File: src/rtl/ps2_key_pkg.sv
// rtl/ps2_key_pkg.sv - shared types, Set-2 constants and ASCII translation for ps2_key_event
package ps2_key_pkg;

  typedef enum logic [2:0] {
    ST_IDLE,
    ST_EXT,
    ST_BRK,
    ST_EXT_BRK,
    ST_SKIP
  } state_t;

  localparam logic [7:0] PFX_E0 = 8'hE0;
  localparam logic [7:0] PFX_E1 = 8'hE1;
  localparam logic [7:0] PFX_F0 = 8'hF0;

  localparam logic [7:0] IGN_00 = 8'h00;
  localparam logic [7:0] IGN_AA = 8'hAA;
  localparam logic [7:0] IGN_EE = 8'hEE;
  localparam logic [7:0] IGN_FA = 8'hFA;
  localparam logic [7:0] IGN_FC = 8'hFC;
  localparam logic [7:0] IGN_FD = 8'hFD;
  localparam logic [7:0] IGN_FE = 8'hFE;
  localparam logic [7:0] IGN_FF = 8'hFF;

  localparam logic [7:0] KEY_LSHIFT = 8'h12;
  localparam logic [7:0] KEY_RSHIFT = 8'h59;
  localparam logic [7:0] KEY_CAPS   = 8'h58;

  typedef struct packed {
    logic       rel;
    logic       ext;
    logic [7:0] code;
    logic [7:0] ascii;
  } evt_t;

  function automatic logic is_ignored(input logic [7:0] b);
    return (b == IGN_00) || (b == IGN_AA) || (b == IGN_EE) || (b == IGN_FA) ||
           (b == IGN_FC) || (b == IGN_FD) || (b == IGN_FE) || (b == IGN_FF);
  endfunction

  function automatic logic [7:0] to_ascii(input logic [7:0] code, input logic ext,
                                          input logic shift, input logic caps);
    logic [7:0] lc;
    logic [7:0] c;
    lc = 8'h00;
    c  = 8'h00;
    case (code)
      8'h1C: lc = "a";  8'h32: lc = "b";  8'h21: lc = "c";  8'h23: lc = "d";
      8'h24: lc = "e";  8'h2B: lc = "f";  8'h34: lc = "g";  8'h33: lc = "h";
      8'h43: lc = "i";  8'h3B: lc = "j";  8'h42: lc = "k";  8'h4B: lc = "l";
      8'h3A: lc = "m";  8'h31: lc = "n";  8'h44: lc = "o";  8'h4D: lc = "p";
      8'h15: lc = "q";  8'h2D: lc = "r";  8'h1B: lc = "s";  8'h2C: lc = "t";
      8'h3C: lc = "u";  8'h2A: lc = "v";  8'h1D: lc = "w";  8'h22: lc = "x";
      8'h35: lc = "y";  8'h1A: lc = "z";
      default: lc = 8'h00;
    endcase
    if (lc != 8'h00) begin
      c = (shift ^ caps) ? (lc - 8'h20) : lc;
    end else begin
      // Digit row ignores caps lock; only shift selects the symbol
      case (code)
        8'h45: c = shift ? ")" : "0";
        8'h16: c = shift ? "!" : "1";
        8'h1E: c = shift ? "@" : "2";
        8'h26: c = shift ? "#" : "3";
        8'h25: c = shift ? "$" : "4";
        8'h2E: c = shift ? "%" : "5";
        8'h36: c = shift ? "^" : "6";
        8'h3D: c = shift ? "&" : "7";
        8'h3E: c = shift ? "*" : "8";
        8'h46: c = shift ? "(" : "9";
        8'h29: c = 8'h20;
        8'h5A: c = 8'h0D;
        8'h66: c = 8'h08;
        8'h0D: c = 8'h09;
        default: c = 8'h00;
      endcase
    end
    return ext ? 8'h00 : c;
  endfunction

endpackage

File: src/rtl/key_event_fifo.sv
// rtl/key_event_fifo.sv - synchronous event FIFO with valid/ready pop and sticky overflow
module key_event_fifo
  import ps2_key_pkg::*;
#(
  parameter int DEPTH = 4
) (
  input  logic clk,
  input  logic rst_n,
  input  logic push,
  input  evt_t push_data,
  input  logic pop_ready,
  output logic valid,
  output evt_t head,
  output logic overflow
);

  localparam int AW = (DEPTH > 1) ? $clog2(DEPTH) : 1;

  evt_t           mem [DEPTH];
  logic [AW-1:0]  wr_ptr;
  logic [AW-1:0]  rd_ptr;
  logic [AW:0]    count;
  logic           full;
  logic           pop;
  logic           wr_en;

  assign valid = (count != '0);
  assign full  = (count == (AW+1)'(DEPTH));
  assign pop   = pop_ready && valid;
  // A full FIFO still accepts a push when the head leaves in the same cycle
  assign wr_en = push && (!full || pop);
  assign head  = mem[rd_ptr];

  always_ff @(posedge clk or negedge rst_n) begin
    if (!rst_n) begin
      for (int i = 0; i < DEPTH; i++) mem[i] <= '0;
      wr_ptr   <= '0;
      rd_ptr   <= '0;
      count    <= '0;
      overflow <= 1'b0;
    end else begin
      if (wr_en) begin
        mem[wr_ptr] <= push_data;
        wr_ptr      <= wr_ptr + 1'b1;
      end
      if (pop) rd_ptr <= rd_ptr + 1'b1;
      case ({wr_en, pop})
        2'b10:   count <= count + 1'b1;
        2'b01:   count <= count - 1'b1;
        default: count <= count;
      endcase
      if (push && full && !pop) overflow <= 1'b1;
    end
  end

endmodule

File: src/rtl/ps2_key_event.sv
// rtl/ps2_key_event.sv - Set-2 scan-code parser producing key events into a FIFO
// Optional auto-repeat suppression when TYPEMATIC_FILTER_EN is defined.
module ps2_key_event
  import ps2_key_pkg::*;
#(
  parameter int FIFO_DEPTH = 4,
  parameter int PAUSE_SKIP = 7
) (
  input  logic       clk,
  input  logic       rst_n,
  input  logic [7:0] scan_byte,
  input  logic       scan_valid,
  output logic       evt_valid,
  input  logic       evt_ready,
  output logic       evt_release,
  output logic       evt_extended,
  output logic [7:0] evt_code,
  output logic [7:0] evt_ascii,
  output logic       shift_held,
  output logic       caps_lock,
  output logic       overflow
);

  localparam int SW = $clog2(PAUSE_SKIP + 1);

  state_t        state;
  logic [SW-1:0] skip_cnt;
  logic          shift_l;
  logic          shift_r;
  logic          caps_held;
  logic          emit;
  logic          emit_rel;
  logic          emit_ext;
  logic          push;
  evt_t          evt_data;
  evt_t          head;

  always_comb begin
    emit     = 1'b0;
    emit_rel = 1'b0;
    emit_ext = 1'b0;
    if (scan_valid) begin
      case (state)
        ST_IDLE: emit = (scan_byte != PFX_E0) && (scan_byte != PFX_F0) &&
                        (scan_byte != PFX_E1) && !is_ignored(scan_byte);
        ST_EXT: begin
          emit     = (scan_byte != PFX_F0) && (scan_byte != PFX_E0);
          emit_ext = 1'b1;
        end
        ST_BRK: begin
          emit     = 1'b1;
          emit_rel = 1'b1;
        end
        ST_EXT_BRK: begin
          emit     = 1'b1;
          emit_rel = 1'b1;
          emit_ext = 1'b1;
        end
        default: emit = 1'b0;
      endcase
    end
  end

  // Translation sees the modifier state as it stood before this byte
  assign evt_data = '{rel:   emit_rel,
                      ext:   emit_ext,
                      code:  scan_byte,
                      ascii: to_ascii(scan_byte, emit_ext, shift_held, caps_lock)};

`ifdef TYPEMATIC_FILTER_EN
  logic       held_valid;
  logic [8:0] held_key;
  logic       held_match;

  assign held_match = held_valid && (held_key == {emit_ext, scan_byte});
  assign push       = emit && !(held_match && !emit_rel);

  always_ff @(posedge clk or negedge rst_n) begin
    if (!rst_n) begin
      held_valid <= 1'b0;
      held_key   <= '0;
    end else if (emit) begin
      if (!emit_rel) begin
        held_valid <= 1'b1;
        held_key   <= {emit_ext, scan_byte};
      end else if (held_match) begin
        held_valid <= 1'b0;
      end
    end
  end
`else
  assign push = emit;
`endif

  always_ff @(posedge clk or negedge rst_n) begin
    if (!rst_n) begin
      state     <= ST_IDLE;
      skip_cnt  <= '0;
      shift_l   <= 1'b0;
      shift_r   <= 1'b0;
      caps_held <= 1'b0;
      caps_lock <= 1'b0;
    end else if (scan_valid) begin
      case (state)
        ST_IDLE: begin
          if (scan_byte == PFX_E0) state <= ST_EXT;
          else if (scan_byte == PFX_F0) state <= ST_BRK;
          else if (scan_byte == PFX_E1) begin
            state    <= ST_SKIP;
            skip_cnt <= SW'(PAUSE_SKIP);
          end
        end
        ST_EXT: begin
          if (scan_byte == PFX_F0) state <= ST_EXT_BRK;
          else if (scan_byte != PFX_E0) state <= ST_IDLE;
        end
        ST_BRK, ST_EXT_BRK: state <= ST_IDLE;
        ST_SKIP: begin
          skip_cnt <= skip_cnt - 1'b1;
          if (skip_cnt <= SW'(1)) state <= ST_IDLE;
        end
        default: state <= ST_IDLE;
      endcase
      if (emit && !emit_ext) begin
        case (scan_byte)
          KEY_LSHIFT: shift_l <= !emit_rel;
          KEY_RSHIFT: shift_r <= !emit_rel;
          KEY_CAPS: begin
            if (!emit_rel && !caps_held) caps_lock <= !caps_lock;
            caps_held <= !emit_rel;
          end
          default: ;
        endcase
      end
    end
  end

  assign shift_held = shift_l || shift_r;

  key_event_fifo #(.DEPTH(FIFO_DEPTH)) u_fifo (
    .clk       (clk),
    .rst_n     (rst_n),
    .push      (push),
    .push_data (evt_data),
    .pop_ready (evt_ready),
    .valid     (evt_valid),
    .head      (head),
    .overflow  (overflow)
  );

  assign evt_release  = head.rel;
  assign evt_extended = head.ext;
  assign evt_code     = head.code;
  assign evt_ascii    = head.ascii;

endmodule

File: config.mk
export PLATFORM = sky130hd
export DESIGN_NAME = ps2_key_event
export DESIGN_NICKNAME = d
export VERILOG_FILES = /design/src/rtl/ps2_key_pkg.sv /design/src/rtl/key_event_fifo.sv /design/src/rtl/ps2_key_event.sv
export SDC_FILE = /design/constraint.sdc
export NUM_CORES = 1
export LEC_CHECK = 0
export ABC_AREA = 1
export BUFFER_PORTS_ARGS = -buffer_cell sky130_fd_sc_hd__buf_2
export CAP_MARGIN = 10
export CORE_MARGIN = 2
export CORE_UTILIZATION = 25
export CTS_CLUSTER_SIZE = 25
export DETAILED_ROUTE_END_ITERATION = 6
export GPL_ROUTABILITY_DRIVEN = 0
export PLACE_DENSITY = 0.46
export SLEW_MARGIN = 15
export SYNTH_ARGS = -nofsm -noshare
export SYNTH_HDL_FRONTEND = slang
export SYNTH_HIERARCHICAL = 1
export SYNTH_SLANG_ARGS = --single-unit
File: constraint.sdc
create_clock -name clk -period 2.35 [get_ports clk]
set_input_delay 0.705 -clock clk [delete_from_list [all_inputs] [get_ports clk]]
set_output_delay 0.705 -clock clk [all_outputs]
set_load 0.01 [all_outputs]
==> impl_metrics.env <==
export IMPL_cts_tree="done"
export IMPL_core_sq_um=22500
export IMPL_drt_iter0_drc=284
export IMPL_insertion_delay_ns=0.35
export IMPL_setup_tns_ns=0
export IMPL_start_util=0.2524
export IMPL_hold_buffers=0
export IMPL_cap_violations=0
export IMPL_avgSynthCellArea_sq_um=7.136
export IMPL_hold_viol=0
export IMPL_synth_most_common_cell="nand2_1"
export IMPL_nFillCells=2434
export IMPL_io_buffers=33
export IMPL_die_w_microns=154.7
export IMPL_die_area_sq_um=23940
export IMPL_clkTransAtPathRegs_ns=0.07
export IMPL_synth_edf_count=0
export IMPL_place_inst=1186
export IMPL_timing_critical_path_arrival_ns=1.61
export IMPL_path_class="reg2out"
export IMPL_grt_overflow=0
export IMPL_ctsLongestPathBuffers=2
export IMPL_fin_crit_ns=2.316
export IMPL_multi_input_area_sq_um=3322
export IMPL_post_route_period_util=0.9857
export IMPL_synth_area_top_cells="dfrtp_1 (40%), nand2_1 (16%), o21ai_0 (6.4%)"
export IMPL_die_h_microns=154.7
export IMPL_grt_pass1_vias=5630
export IMPL_synthArstFlopShare=1.000
export IMPL_area_growth_pct=39.07
export IMPL_final_instance_count_excl_fill=1218
export IMPL_synth_top_flop_cell="dfrtp_1"
export IMPL_synth_seq_cells=90
export IMPL_fmax_mhz=431.7
export IMPL_hp_class="in2async"
export IMPL_powerDensity_nw_per_um2=1059
export IMPL_htree_num_levels=3
export IMPL_rsz0062_at_grt="true"
export IMPL_final_max_slew_violation_count=0
export IMPL_cts_made_buffers=9
export IMPL_io_pins=34
export IMPL_power_mw=8.363
export IMPL_maxSlewHeadroom=0.6148
export IMPL_yosys_warnings=6
export IMPL_clock_sinks=90
export IMPL_ctsRootBufferMaster="clkbuf_16"
export IMPL_setup_violations=0
export IMPL_regArea_sq_um=2255
export IMPL_ys_seq_area_frac=0.3965
export IMPL_drive_gt1_frac=0.2947
export IMPL_final_nets=956
export IMPL_grt_max_degree=91
export IMPL_viasPerCell=4.692
export IMPL_first_pass_iters=5
export IMPL_start_kind="flip-flop"
export IMPL_worst_pin_slew_ns=0.5770
export IMPL_power_leakage_nw=3.987
export IMPL_syn_nets=824
export IMPL_antenna_found_initial=0
export IMPL_end_kind="primary output"
export IMPL_cp_max_fo=19
export IMPL_placed_area_sq_um=7059
export IMPL_final_area_sq_um=7900
export IMPL_track_usage=0.1582
export IMPL_fin_worst_skew_ns=0.01120
export IMPL_place_hpwl_microns=12890
export IMPL_synthDistinctLibCells=41
export IMPL_wl_microns=19080
export IMPL_route_vias_total=5715
export IMPL_yosys_area_top_type_share=0.3965
export IMPL_routedWlPerCell_microns=15.67
export IMPL_cp_required_ns=1.64
export IMPL_ir_worst_vdd_uv=387.3
export IMPL_yosys_area_top_type="dfrtp_1"
export IMPL_ant_nets=0
export IMPL_row_count=55
export IMPL_synth_area_sq_um=5680
export IMPL_grt_pass1_wl_microns=30210
export IMPL_netlist_instances=796
export IMPL_outcome="complete, no violations"
export IMPL_yosys_top_cells_count="nand2_1 (248), dfrtp_1 (90), nor2_1 (84)"
export IMPL_num_antenna_cells=0
export IMPL_drc=0
[routing by layer]
layer  up-vias  track usage  share of wire
li1       2893            -              -
met5         -            0              0
met4         0      0.04056          0.013
met3        17      0.02157          0.027
met1      2715       0.2197           0.48
met2        90       0.2598           0.48
[worst paths after layout]
check                                        startpoint  cells after the start  slack [ns]                      endpoint
max                        u_fifo/rd_ptr[0]$_DFFE_PN0N_                      5        0.03                   evt_code[4]
min                                               rst_n                      2        0.40    u_fifo/mem[63]$_DFFE_PN0P_
max reg2reg                        state[0]$_DFFE_PN0P_                     12        0.22    u_fifo/mem[14]$_DFFE_PN0P_
min reg2reg                  u_fifo/mem[39]$_DFFE_PN0P_                      2        0.47    u_fifo/mem[39]$_DFFE_PN0P_
max in group asynchronous                         rst_n                      2        1.52  u_fifo/rd_ptr[0]$_DFFE_PN0N_
min in group clk             u_fifo/mem[39]$_DFFE_PN0P_                      2        0.47    u_fifo/mem[39]$_DFFE_PN0P_
[cells in the final DEF, fill, tap and decap left out, drive strengths merged, types with 4 or more instances in the layout]
cell / n
nand2: 255
o22ai: 20
clkinvlp: 5
a21oi: 21
nor2: 96
o21ai: 124
buf: 146
nand3: 45
clkbuf: 14
inv: 62
nor3: 4
nand4: 15
xor2: 5
ha: 15
dfrtp: 90
[area by class of cell]
cell class | count | share of cell area
well taps | 285 | 0.04514
clock inverters | 7 | 0.01093
multi-input cells | 613 | 0.4205
flip-flops and latches | 90 | 0.2854
inverters | 63 | 0.03247
clock buffers | 9 | 0.02851
repair buffers | 151 | 0.1771
[cell families after synthesis]
| logic type | synth area share |
|---|---|
| compound gates | 0.1595 |
| fa+ha+maj | 0.03656 |
| flops | 0.3965 |
| xor+xnor | 0.009031 |
| buf+inv | 0.07665 |
| simple gates | 0.3218 |
[worst max-delay path, cell delays in order, from the launching register on]
cell and delay, ns:
dfrtp_2 0.42, clkinvlp_4 0.18, buf_12 0.20, o21ai_0 0.17, o22ai_1 0.12, buf_2 0.16
[through the flow]
step                setup slack, ns    util  hold WS, ns
floorplan                   -0.2227       -       0.4094
CTS                        0.004548  0.3299       0.4270
global placement            -0.4413  0.3137       0.4542
global route               -0.09788  0.3511       0.4393
detailed placement          -0.4500  0.3137       0.4615
finish                      0.03362  0.3511       0.3970
[timing repair]
item / CTS / global route
endpoints found under the setup margin: 23 / 80
gates cloned: 0 / 10
setup buffers: 3 / 3
resized for setup: 12 / 101
pin swaps: 6 / 29
[flip-flops by register name, summed over array words and instances (netlist names)]
name and flops:
shift_r 1, u_fifo/wr_ptr 2, u_fifo/rd_ptr 2, skip_cnt 3
u_fifo/overflow 1, shift_l 1, state 3, caps_lock 1
u_fifo/mem 72, caps_held 1, u_fifo/count 3
[where the power goes]
part	switching (mW)	internal, mW
registers	0.357	2.14
clock network	0.675	0.841
logic	2.62	1.73
(Power assumes the default switching activity.)
